## src/rtl/usb_consts_pkg.sv

```systemverilog
// USB protocol constants shared by the EP0 engines: 4-bit PIDs, PID type
// encodings, and the OUT protocol engine's state and end-of-packet outcome types.
package usb_consts_pkg;

  localparam logic [3:0] UsbPidOut   = 4'b0001;
  localparam logic [3:0] UsbPidSetup = 4'b1101;
  localparam logic [3:0] UsbPidData0 = 4'b0011;
  localparam logic [3:0] UsbPidData1 = 4'b1011;
  localparam logic [3:0] UsbPidAck   = 4'b0010;
  localparam logic [3:0] UsbPidNak   = 4'b1010;
  localparam logic [3:0] UsbPidStall = 4'b1110;

  // PID[1:0] selects the packet class.
  typedef enum logic [1:0] {
    PidTypeSpecial   = 2'b00,
    PidTypeToken     = 2'b01,
    PidTypeHandshake = 2'b10,
    PidTypeData      = 2'b11
  } pid_type_e;

  typedef enum logic [2:0] {
    StIdle,
    StRcvdToken,
    StRcvdData,
    StSendHs,
    StWaitTx
  } pe_state_e;

  typedef struct packed {
    pe_state_e  next_state;
    logic       acked;
    logic       rollback;
    logic       send_hs;
    logic [3:0] hs_pid;
    logic       toggle;
  } pe_outcome_t;

  // DATA0 and DATA1 only; DATA2/MDATA are not valid on a full-speed control pipe.
  function automatic logic is_data01(input logic [3:0] pid);
    return (pid_type_e'(pid[1:0]) == PidTypeData) && !pid[2];
  endfunction

endpackage

```

## src/rtl/usb_ctrl_out_pe_if.sv

```systemverilog
// Decoded receive stream from the rx decoder: token and data packets, already
// PID- and CRC-checked. The decoder drives it (master), the protocol engine consumes it (slave).
interface usb_ctrl_out_pe_if;
  logic       token_valid;
  logic [3:0] pid;
  logic [6:0] addr;
  logic [3:0] endp;
  logic       data_start;
  logic       data_put;
  logic [7:0] data;
  logic       pkt_end;
  logic       pkt_ok;

  modport master (
    output token_valid, pid, addr, endp, data_start, data_put, data, pkt_end, pkt_ok
  );

  modport slave (
    input token_valid, pid, addr, endp, data_start, data_put, data, pkt_end, pkt_ok
  );
endinterface

```

## src/rtl/usb_timeout_ctr.sv

```systemverilog
// Saturating cycle counter. It counts while enabled and expire_o is raised once
// it has counted Cycles-1. clr_i wins over en_i.
module usb_timeout_ctr #(
  parameter int unsigned Cycles = 1000
) (
  input  logic clk_i,
  input  logic rst_i,
  input  logic clr_i,
  input  logic en_i,
  output logic expire_o
);

  localparam int unsigned CntW = (Cycles > 1) ? $clog2(Cycles) : 1;
  localparam logic [CntW-1:0] LastCnt = CntW'(Cycles - 1);

  logic [CntW-1:0] cnt_q, cnt_d;

  assign expire_o = (cnt_q == LastCnt);

  always_comb begin
    // NOTE: default first so every path assigns cnt_d and no latch is inferred.
    cnt_d = cnt_q;
    if (clr_i) begin
      cnt_d = '0;
    end else if (en_i && !expire_o) begin
      cnt_d = cnt_q + 1'b1;
    end
  end

  // NOTE: sequential state uses non-blocking assignments only, so every flop samples pre-edge values.
  always_ff @(posedge clk_i) begin
    if (rst_i) begin
      cnt_q <= '0;
    end else begin
      cnt_q <= cnt_d;
    end
  end

endmodule

```

## src/rtl/usb_ctrl_out_pe.sv

```systemverilog
// OUT/SETUP protocol engine for the control endpoint. It matches tokens, streams
// payload bytes into the endpoint, tracks the data toggle, and requests the handshake.
module usb_ctrl_out_pe
  import usb_consts_pkg::*;
#(
  parameter int unsigned MaxPktSizeByte = 32,
  parameter int unsigned PktW           = $clog2(MaxPktSizeByte),
  parameter int unsigned EpNum          = 0,
  parameter int unsigned TimeoutCycles  = 1000
) (
  input  logic                clk_i,
  input  logic                rst_i,
  input  logic [6:0]          dev_addr_i,
  usb_ctrl_out_pe_if.slave    rx_if,
  output logic                out_ep_data_put_o,
  output logic [PktW-1:0]     out_ep_put_addr_o,
  output logic [7:0]          out_ep_data_o,
  output logic                out_ep_acked_o,
  output logic                out_ep_rollback_o,
  output logic                out_ep_setup_o,
  input  logic                out_ep_full_i,
  input  logic                out_ep_stall_i,
  output logic                tx_pkt_start_o,
  output logic [3:0]          tx_pid_o,
  input  logic                tx_pkt_end_i,
  output logic                out_toggle_o
);

  localparam logic [3:0]  EpId   = 4'(EpNum);
  localparam logic [PktW:0] MaxIdx = (PktW + 1)'(MaxPktSizeByte);

  pe_state_e       state_q;
  logic            put_q, acked_q, rollback_q, setup_q, tx_start_q;
  logic [PktW-1:0] put_addr_q;
  logic [7:0]      data_q;
  logic [3:0]      tx_pid_q;
  logic            toggle_q, pid_toggle_q, overflow_q;
  // One bit wider than the address so the index can reach MaxPktSizeByte and stop there.
  logic [PktW:0]   idx_q;

  logic        tmo_expire;
  logic        token_hit;
  logic        puts_blocked;
  pe_outcome_t outcome_d;

  usb_timeout_ctr #(
    .Cycles (TimeoutCycles)
  ) u_tmo (
    .clk_i    (clk_i),
    .rst_i    (rst_i),
    .clr_i    (state_q != StRcvdToken),
    .en_i     (state_q == StRcvdToken),
    .expire_o (tmo_expire)
  );

  assign token_hit = rx_if.token_valid
                     && (rx_if.pid == UsbPidOut || rx_if.pid == UsbPidSetup)
                     && (rx_if.addr == dev_addr_i) && (rx_if.endp == EpId);

  // A SETUP must always land, so only plain OUT data honours full/stall.
  assign puts_blocked = !setup_q && (out_ep_full_i || out_ep_stall_i);

  always_comb begin
    outcome_d.next_state = StIdle;
    outcome_d.acked      = 1'b0;
    outcome_d.rollback   = 1'b1;
    outcome_d.send_hs    = 1'b0;
    outcome_d.hs_pid     = UsbPidAck;
    outcome_d.toggle     = toggle_q;
    if (rx_if.pkt_ok && !overflow_q && !(setup_q && pid_toggle_q)) begin
      outcome_d.send_hs    = 1'b1;
      outcome_d.next_state = StSendHs;
      if (!setup_q && out_ep_stall_i) begin
        outcome_d.hs_pid = UsbPidStall;
      end else if (!setup_q && out_ep_full_i) begin
        outcome_d.hs_pid = UsbPidNak;
      end else if (pid_toggle_q == toggle_q) begin
        outcome_d.acked    = 1'b1;
        outcome_d.rollback = 1'b0;
        outcome_d.toggle   = ~toggle_q;
      end
    end
  end

  always_ff @(posedge clk_i) begin
    if (rst_i) begin
      state_q      <= StIdle;
      put_q        <= 1'b0;
      put_addr_q   <= '0;
      data_q       <= '0;
      acked_q      <= 1'b0;
      rollback_q   <= 1'b0;
      setup_q      <= 1'b0;
      tx_start_q   <= 1'b0;
      tx_pid_q     <= UsbPidAck;
      toggle_q     <= 1'b0;
      pid_toggle_q <= 1'b0;
      idx_q        <= '0;
      overflow_q   <= 1'b0;
    end else begin
      put_q      <= 1'b0;
      acked_q    <= 1'b0;
      rollback_q <= 1'b0;
      tx_start_q <= 1'b0;
      unique case (state_q)
        StIdle: begin
          setup_q <= 1'b0;
          if (token_hit) begin
            state_q    <= StRcvdToken;
            put_addr_q <= '0;
            idx_q      <= '0;
            overflow_q <= 1'b0;
            if (rx_if.pid == UsbPidSetup) begin
              setup_q  <= 1'b1;
              toggle_q <= 1'b0;
            end
          end
        end
        StRcvdToken: begin
          if (rx_if.data_start && is_data01(rx_if.pid)) begin
            state_q      <= StRcvdData;
            pid_toggle_q <= rx_if.pid[3];
          end else if (rx_if.data_start || tmo_expire) begin
            state_q <= StIdle;
            setup_q <= 1'b0;
          end
        end
        StRcvdData: begin
          if (rx_if.data_put) begin
            if (idx_q < MaxIdx) begin
              idx_q <= idx_q + 1'b1;
              if (!puts_blocked) begin
                put_q      <= 1'b1;
                data_q     <= rx_if.data;
                put_addr_q <= idx_q[PktW-1:0];
              end
            end else begin
              overflow_q <= 1'b1;
            end
          end
          if (rx_if.pkt_end) begin
            state_q    <= outcome_d.next_state;
            acked_q    <= outcome_d.acked;
            rollback_q <= outcome_d.rollback;
            tx_start_q <= outcome_d.send_hs;
            toggle_q   <= outcome_d.toggle;
            if (outcome_d.send_hs) begin
              tx_pid_q <= outcome_d.hs_pid;
            end
          end
        end
        StSendHs: begin
          setup_q <= 1'b0;
          state_q <= StWaitTx;
        end
        StWaitTx: begin
          setup_q <= 1'b0;
          if (tx_pkt_end_i) begin
            state_q <= StIdle;
          end
        end
        default: state_q <= StIdle;
      endcase
    end
  end

  assign out_ep_data_put_o = put_q;
  assign out_ep_put_addr_o = put_addr_q;
  assign out_ep_data_o     = data_q;
  assign out_ep_acked_o    = acked_q;
  assign out_ep_rollback_o = rollback_q;
  assign out_ep_setup_o    = setup_q;
  assign tx_pkt_start_o    = tx_start_q;
  assign tx_pid_o          = tx_pid_q;
  assign out_toggle_o      = toggle_q;

endmodule
```

## src/flat_wrapper.sv

```systemverilog
// flat-port wrapper written by rule: the top's interface ports become plain ports
module usb_ctrl_out_pe_flat import usb_consts_pkg::*;
#(
  parameter int unsigned MaxPktSizeByte = 32,
  parameter int unsigned PktW           = $clog2(MaxPktSizeByte),
  parameter int unsigned EpNum          = 0,
  parameter int unsigned TimeoutCycles  = 1000
)
  (clk_i, rst_i, dev_addr_i, out_ep_data_put_o, out_ep_put_addr_o, out_ep_data_o, out_ep_acked_o, out_ep_rollback_o, out_ep_setup_o, out_ep_full_i, out_ep_stall_i, tx_pkt_start_o, tx_pid_o, tx_pkt_end_i, out_toggle_o, rx_if_token_valid, rx_if_pid, rx_if_addr, rx_if_endp, rx_if_data_start, rx_if_data_put, rx_if_data, rx_if_pkt_end, rx_if_pkt_ok);
  usb_ctrl_out_pe_if rx_if_i ();
  input  logic clk_i;
  input  logic rst_i;
  input  logic [6:0] dev_addr_i;
  output logic out_ep_data_put_o;
  output logic [PktW-1:0] out_ep_put_addr_o;
  output logic [7:0] out_ep_data_o;
  output logic out_ep_acked_o;
  output logic out_ep_rollback_o;
  output logic out_ep_setup_o;
  input  logic out_ep_full_i;
  input  logic out_ep_stall_i;
  output logic tx_pkt_start_o;
  output logic [3:0] tx_pid_o;
  input  logic tx_pkt_end_i;
  output logic out_toggle_o;
  input wire logic [$bits(rx_if_i.token_valid)-1:0] rx_if_token_valid;
  input wire logic [$bits(rx_if_i.pid)-1:0] rx_if_pid;
  input wire logic [$bits(rx_if_i.addr)-1:0] rx_if_addr;
  input wire logic [$bits(rx_if_i.endp)-1:0] rx_if_endp;
  input wire logic [$bits(rx_if_i.data_start)-1:0] rx_if_data_start;
  input wire logic [$bits(rx_if_i.data_put)-1:0] rx_if_data_put;
  input wire logic [$bits(rx_if_i.data)-1:0] rx_if_data;
  input wire logic [$bits(rx_if_i.pkt_end)-1:0] rx_if_pkt_end;
  input wire logic [$bits(rx_if_i.pkt_ok)-1:0] rx_if_pkt_ok;
  assign rx_if_i.token_valid = rx_if_token_valid;
  assign rx_if_i.pid = rx_if_pid;
  assign rx_if_i.addr = rx_if_addr;
  assign rx_if_i.endp = rx_if_endp;
  assign rx_if_i.data_start = rx_if_data_start;
  assign rx_if_i.data_put = rx_if_data_put;
  assign rx_if_i.data = rx_if_data;
  assign rx_if_i.pkt_end = rx_if_pkt_end;
  assign rx_if_i.pkt_ok = rx_if_pkt_ok;
  usb_ctrl_out_pe #(.MaxPktSizeByte(MaxPktSizeByte), .PktW(PktW), .EpNum(EpNum), .TimeoutCycles(TimeoutCycles)) u_core (.clk_i(clk_i), .rst_i(rst_i), .dev_addr_i(dev_addr_i), .rx_if(rx_if_i), .out_ep_data_put_o(out_ep_data_put_o), .out_ep_put_addr_o(out_ep_put_addr_o), .out_ep_data_o(out_ep_data_o), .out_ep_acked_o(out_ep_acked_o), .out_ep_rollback_o(out_ep_rollback_o), .out_ep_setup_o(out_ep_setup_o), .out_ep_full_i(out_ep_full_i), .out_ep_stall_i(out_ep_stall_i), .tx_pkt_start_o(tx_pkt_start_o), .tx_pid_o(tx_pid_o), .tx_pkt_end_i(tx_pkt_end_i), .out_toggle_o(out_toggle_o));
endmodule
```

## config.mk

```make
export PLATFORM = sky130hd
export DESIGN_NAME = usb_ctrl_out_pe_flat
export DESIGN_NICKNAME = d
export VERILOG_FILES = /design/src/rtl/usb_consts_pkg.sv /design/src/rtl/usb_ctrl_out_pe_if.sv /design/src/rtl/usb_timeout_ctr.sv /design/src/rtl/usb_ctrl_out_pe.sv /design/src/flat_wrapper.sv
export SDC_FILE = /design/constraint.sdc
export NUM_CORES = 1
export LEC_CHECK = 0
export BUFFER_PORTS_ARGS = -buffer_cell sky130_fd_sc_hd__buf_2
export CORE_MARGIN = 2
export CORE_UTILIZATION = 51
export CTS_CLUSTER_SIZE = 24
export DETAILED_ROUTE_END_ITERATION = 10
export PLACE_DENSITY = 0.89
export SYNTH_ARGS = -nofsm -noshare
export SYNTH_HDL_FRONTEND = slang
export SYNTH_SLANG_ARGS = --single-unit
```

## constraint.sdc

```tcl
create_clock -name clk_i -period 2.2 [get_ports clk_i]
set_clock_uncertainty 0.2 [all_clocks]
set_input_delay 0.22 -clock clk_i [delete_from_list [all_inputs] [get_ports clk_i]]
set_output_delay 0.22 -clock clk_i [all_outputs]
set_load 0.1 [all_outputs]
```

==> results of run 1 <==
## path summary, 6_finish.rpt
| check | slack, ns | cells after the start | endpoint |
|---|---|---|---|
| hold / removal | 0.03 | 3 | u_core.state_q[0]$_SDFFE_PP0P_ |
| setup / recovery | 0.17 | 7 | u_core.out_toggle_o$_SDFFE_PP0P_ |
| setup reg to reg | 0.28 | 5 | u_core.out_ep_put_addr_o[4]$_SDFFE_PP0P_ |
| hold reg to reg | 0.25 | 2 | u_core.tx_pid_o[2]$_SDFFE_PP0P_ |
## power by group through the flow
stage,Combinational [mW],Clock [mW],Sequential [mW]
after floorplan,0.0584,0,0.777
after detailed placement,0.105,0,0.777
final,0.122,0.759,0.759
after global placement,0.103,0,0.777
after global routing,0.132,0.791,0.759
after CTS,0.121,0.758,0.759
## placed cells by master, fill, tap and decap left out, types with 3 or more instances in the layout
cell type / n
a21oi_1: 16
a22o_1: 5
a311oi_1: 3
buf_2: 60
buf_4: 6
clkbuf_8: 6
dfxtp_1: 40
dlygate4sd3_1: 11
mux2i_1: 3
nand2_1: 29
nand2b_1: 4
nand3_1: 10
nand3b_1: 4
nand4_1: 4
nor2_1: 32
nor3_1: 3
nor4_2: 3
o21ai_0: 3
o21ai_1: 3
xnor2_1: 4
xor2_1: 13
## worst register-to-register path: stages, from the launching register on
cell and delay [ns]:
dfxtp_2 0.47, nor3b_4 0.41, and3b_1 0.27, nand2_2 0.16, nor2_4 0.20, a22o_1 0.16
## state kept, by name, summed over array words and instances (netlist names)
register and flops:
u_core.u_tmo.cnt_q 10, u_core.out_ep_data_o 8, u_core.idx_q 6, u_core.out_ep_put_addr_o 5, u_core.state_q 3, u_core.tx_pid_o 2
u_core.out_ep_acked_o 1, u_core.out_ep_data_put_o 1, u_core.out_ep_rollback_o 1, u_core.out_ep_setup_o 1, u_core.out_toggle_o 1, u_core.overflow_q 1
u_core.pid_toggle_q 1, u_core.tx_pkt_start_o 1
## synth_stat cells, drive strengths merged (2+ instances only)
library cell  count  area share [%]
a21oi            16             3.9
a22o              5             2.1
a311oi            3             1.3
a31oi             2            0.61
and2              2            0.61
and3              2            0.61
and3b             2            0.85
and4b             2            0.97
buf               6             2.0
clkbuf            3            0.55
conb              2            0.37
dfxtp            42              41
ha                2             1.2
mux2i             3             1.5
nand2            30             5.6
nand2b            4             1.2
nand3            12             3.4
nand3b            5             2.0
nand4             4             1.2
nand4b            2            0.85
nor2             34             6.9
nor2b             2            0.61
nor3              4             1.5
nor3b             2             1.3
nor4              4             2.1
o21ai             7             1.9
or2               2            0.61
or3               2            0.67
or3b              2            0.97
xnor2             4             1.7
xor2             13             5.5
## stage by stage
| step | setup WS [ns] | util (%) | instance area [sq um] | std cells | hold slack (ns) |
|---|---|---|---|---|---|
| floorplan | 0.01447 | - | 2057 | 236 | 0.1392 |
| global placement | 0.2773 | 60.81 | 2397 | 341 | 0.2376 |
| detailed placement | 0.1867 | 60.81 | 2397 | 341 | 0.2418 |
| CTS | 0.1668 | 67.22 | 2650 | 360 | 0.01393 |
| global route | 0.1145 | 67.63 | 2666 | 362 | 0.03286 |
| finish | 0.1691 | 67.63 | 2666 | 362 | 0.02633 |
## area by class of cell
| type | count | area (sq um) | area share (%) |
|---|---|---|---|
| Tap cell | 50 | 62.56 | 2.346 |
| Clock inverter | 2 | 60.06 | 2.252 |
| Clock buffer | 6 | 82.58 | 3.097 |
| Sequential cell | 42 | 843.3 | 31.63 |
| Inverter | 1 | 3.754 | 0.1408 |
| Multi-Input combinational cell | 184 | 1159 | 43.45 |
| Timing Repair Buffer | 77 | 455.4 | 17.08 |
## cell families (layout without fill, tap and decap cells)
kind of cell / count (synthesis) / count (layout) / synth area share [%]
fa+ha+maj: 2 / 2 / 1.217
compound gates: 40 / 40 / 12.72
simple gates: 120 / 120 / 33.35
other cells: 2 / 2 / 0.3653
mux: 3 / 3 / 1.461
flops: 42 / 42 / 40.90
buf+inv: 10 / 86 / 2.738
xor+xnor: 17 / 17 / 7.243
## routing by layer
layer  up-vias  wire, um  global-route usage (%)
met5         -         0                       0
met4         0       106                   10.46
met3        16       352                   6.833
met2        90      2536                   40.07
met1       928      2098                   28.29
li1        976         -                       -
## timing repair
action,in CTS,in global routing
buffers inserted,0,2
hold endpoints to repair,11,0
setup endpoints to repair,0,6
hold buffers,11,0
resized for setup,0,1
==> impl_metrics.yaml, run 1 <==
pwr:
  p_int_mw: 1.299
  p_switching_uw: 341.0
  sequentialPowerShare_pct: 46.3
  p_per_area_mw_per_mm2: 615.1
  combPwrFrac_pct: 7.4
  power.leakage_nw: 1.092
  total_power_mw: 1.640
  ir_worst_vdd_v: 0.0002870
  swShare_pct: 20.79
  clkPwrFrac_pct: 46.3
synthesis:
  async_reset_ff_share_pct: 0
  synth_edf_count: 0
  synth.avg_cell_area_sq_um: 8.711
  synthesis.nets: 278
  syn_area_sq_mm: 0.002056
  synth_seq_cells: 42
  synth_top_flop_cell: "dfxtp_1"
  yosysWarnings: 0
  syn_inst: 236
  synth.distinct_cells: 55
  yosysSeqAreaShare_pct: 40.90
critical_path:
  path_cells: "dlygate4sd3_1 > buf_2 > nand4b_1 > a211oi_1 > o21ai_1 > or4_1 > o21ai_1"
  criticalPathCategory: "in2reg"
  crit_family: "buffers and inverters"
  critical_path_buf_inv_count: 2
  critPathMaxStageDelay_ns: 0.52
  critPathMostFrequentCell: "o21ai_1"
  start_kind: "primary input"
  slowest_stage: "dlygate4sd3_1"
  worstPathRequired_ns: 2.22
  end_kind: "flop"
  cp-startpoint: "rx_if_pkt_end"
  arrival_ns: 2.06
  r2r-start: "u_core.state_q[1]$_SDFFE_PP0P_"
  crit_fanout: 6
clock_tree:
  cts_root_buf: "clkbuf_8"
  cts.sinks: 42
  path_clk_slew_ns: 0.08
  h-tree-depth: 2
  clk_path_buf_depth: 2
  insertion_delay_ns: 0.30
  cts_buffers: 5
  cts_tree: "done"
sta:
  period_minus_slack_ns: 2.031
  slew_headroom_pct: 66.48
  rsz0062_at_grt: "no"
  worst_slew_pin_slew_ns: 0.4987
  setup_viol_count_final: 0
  max_freq_mhz: 492.4
  timing.final.crit_share_pct: 92.32
  maxSlewViolCount: 0
  hold_violations: 0
  fin_tns_setup_ns: 0
run:
  max_cap_viol_count: 0
floorplan:
  ios: 63
  start_util_pct: 52.14
  dieArea_sq_mm: 0.004555
  coreArea_sq_mm: 0.003943
  die-height_um: 67.49
  die_w_um: 67.49
  num_rows: 23
place:
  io_buffers: 60
  hpwl_mm: 3.426
  place_congestion: 0.7809
route:
  drc: 0
  wirelength_mm: 5.093
  drt-vias-per-instance: 5.552
  ant_nets: 0
  drtPass1Iterations: 5
  routedWlPerCell_um: 14.07
  dr_total_vias: 2010
  drt_iter0_drc: 126
layout:
  area_delta_synth_final_pct: 29.70
  antenna_cells: 0
  drive_gt1_share_pct: 29.49
  nFillCells: 294
  fin_nets: 353
global_routing:
  track_usage_pct: 23.90
  grt_pass1_vias: 1807
  grt-ovfl-total: 0
  grt_start_max_net_pins: 16
  antenna_found_initial: 0
  grt_first_pass_wirelength_mm: 8.121
status:
  status: "complete, no violations"
worst_hold_path:
  hp-class: "in2reg"
  hold_start: "rx_if_data_start"
(Power assumes the default switching activity.)
==> run 2, diff against run 1 <==
SETUP_SLACK_MARGIN = 0.5   (was not set)
==> run 2 against run 1 <==
Global-route usage is 2.1 points higher. Total power down 14%. Critical endpoint unchanged. Combinational power increased by 8%. Maximum frequency grew 15%. Die area unchanged. Cell count up 3.6%. Clock-buffer cell count is 1 lower. Sequential share of layout area is 1.1 points lower. Critical path type is now reg2reg. Sequential power down 0.8%.
==> impl_metrics.yaml, run 2 (same netlist as run 1, synthesis figures left out) <==
floorplan:
  die_w_um: 67.49
  coreArea_sq_mm: 0.003943
  dieArea_sq_mm: 0.004555
  die-height_um: 67.49
  ios: 63
  start_util_pct: 52.14
  num_rows: 23
critical_path:
  r2r-end: "u_core.out_toggle_o$_SDFFE_PP0P_"
  arrival_ns: 1.81
  end_kind: "flop"
  criticalPathCategory: "reg2reg"
  worstPathRequired_ns: 2.24
  crit_fanout: 4
  rrSetupSlack_ns: 0.43
  r2r-start: "u_core.pid_toggle_q$_SDFFE_PP0N_"
  start_kind: "flop"
  cp-startpoint: "u_core.pid_toggle_q$_SDFFE_PP0N_"
  reg2regPathDepth: 5
  crit_path_end: "u_core.out_toggle_o$_SDFFE_PP0P_"
status:
  status: "complete, no violations"
clock_tree:
  cts_root_buf: "clkbuf_8"
  path_clk_slew_ns: 0.09
  cts_buffers: 5
  cts_tree: "done"
  h-tree-depth: 2
  insertion_delay_ns: 0.31
  cts.sinks: 42
  clk_path_buf_depth: 2
global_routing:
  gr-usage-met3_pct: 6.333
  grt-ovfl-total: 0
  grt_start_max_net_pins: 27
  grt_first_pass_wirelength_mm: 8.756
  met1_usage_pct: 31.39
  antenna_found_initial: 0
  grt_pass1_vias: 1921
  track_usage_pct: 25.96
  grt.busiest_layer: "met2"
  gr-usage-met2_pct: 42.40
place:
  numPlacedInstances: 340
  io_buffers: 60
  placed_area_sq_mm: 0.002425
  hpwl_mm: 3.450
  place_congestion: 0.8402
pwr:
  p_per_area_mw_per_mm2: 498.5
  ir_worst_vdd_v: 0.0002698
  power.leakage_nw: 1.184
  total_power_mw: 1.416
route:
  drtPass1Iterations: 6
  ant_nets: 0
  dr_total_vias: 2175
  drt_iter0_drc: 174
  drc: 0
  drt-vias-per-instance: 5.800
  wirelength_mm: 6.050
  routedWlPerCell_um: 16.13
sta:
  setup_viol_count_final: 0
  max_freq_mhz: 565.1
  slew_headroom_pct: 65.76
  period_minus_slack_ns: 1.770
  hold_violations: 0
  rsz0062_at_grt: "yes"
  timing.final.crit_share_pct: 80.44
  worst_slew_pin_slew_ns: 0.5172
  fin_tns_setup_ns: 0
  maxSlewViolCount: 0
layout:
  fin_nets: 366
  final_cell_mix: "buf_2 (60), nor2_1 (31), dfxtp_1 (30)"
  area_delta_synth_final_pct: 38.22
  final_common_cell: "buf_2"
  antenna_cells: 0
  drive_gt1_share_pct: 39.38
  final_area_sq_mm: 0.002841
  largest_reg_flops: 10
  regMostFlops: "u_core.u_tmo.cnt_q"
  instances_no_fill: 375
worst_hold_path:
  hp-class: "in2reg"
  hold_start: "rx_if_data_start"
run:
  max_cap_viol_count: 0
==> run 2: critical path: stages, from the launching register on <==
cell and delay (ns):
dfxtp_2 0.35, or2_4 0.26, a211oi_2 0.25, o21ai_2 0.11, or4_1 0.42, o21ai_1 0.11
==> run 2: timing repair <==
action | 4_1_cts | 5_1_grt
endpoints found under the hold margin | 11 | 0
hold buffers | 11 | 0
resized for setup | 7 | 21
pin swaps | 3 | 12
setup endpoints to repair | 30 | 27
cloned | 0 | 1
setup buffers | 4 | 11
==> run 2: cell type report <==
cell class,count,area (sq um)
multi-input cells,185,1250
fillers,270,1101
flip-flops and latches,42,868.3
repair buffers,89,565.5
clock buffers,5,68.82
well taps,50,62.56
clock inverters,3,22.52
inverters,1,3.754
==> run 2: how the worst min path moves through the flow <==
stage	endpoint	slack, ns	depth (start not counted)
after global placement	u_core.tx_pid_o[2]$_SDFFE_PP0P_	0.24	2
after detailed placement	u_core.out_ep_data_o[0]$_SDFFE_PP0P_	0.25	2
after global routing	u_core.state_q[0]$_SDFFE_PP0P_	0.04	3
after floorplan	u_core.tx_pkt_start_o$_SDFF_PP0_	0.14	2
final	u_core.state_q[0]$_SDFFE_PP0P_	0.03	3
after CTS	u_core.state_q[0]$_SDFFE_PP0P_	0.0006	3
==> run 2: report_power, final <==
| part | internal [mW] | switching, mW |
|---|---|---|
| registers | 0.753 | 0.00000464 |
| clock network | 0.228 | 0.304 |
| logic | 0.0585 | 0.0730 |
==> run 2: routing by layer <==
layer  routed length, um  up-vias
li1                    -     1011
met1                2420     1012
met2                2960      126
met3                 471       26
met4                 197        0
met5                   0        -
==> run 2: per-stage QoR <==
| stage | hold WS (ns) | utilization (%) | setup slack (ns) |
|---|---|---|---|
| detailed placement | 0.2474 | 61.50 | 0.2097 |
| global placement | 0.2418 | 61.50 | 0.3038 |
| finish | 0.02818 | 72.07 | 0.4303 |
| floorplan | 0.1392 | - | 0.5006 |
| global route | 0.03569 | 72.07 | 0.4052 |
| CTS | 0.0006420 | 68.01 | 0.4891 |
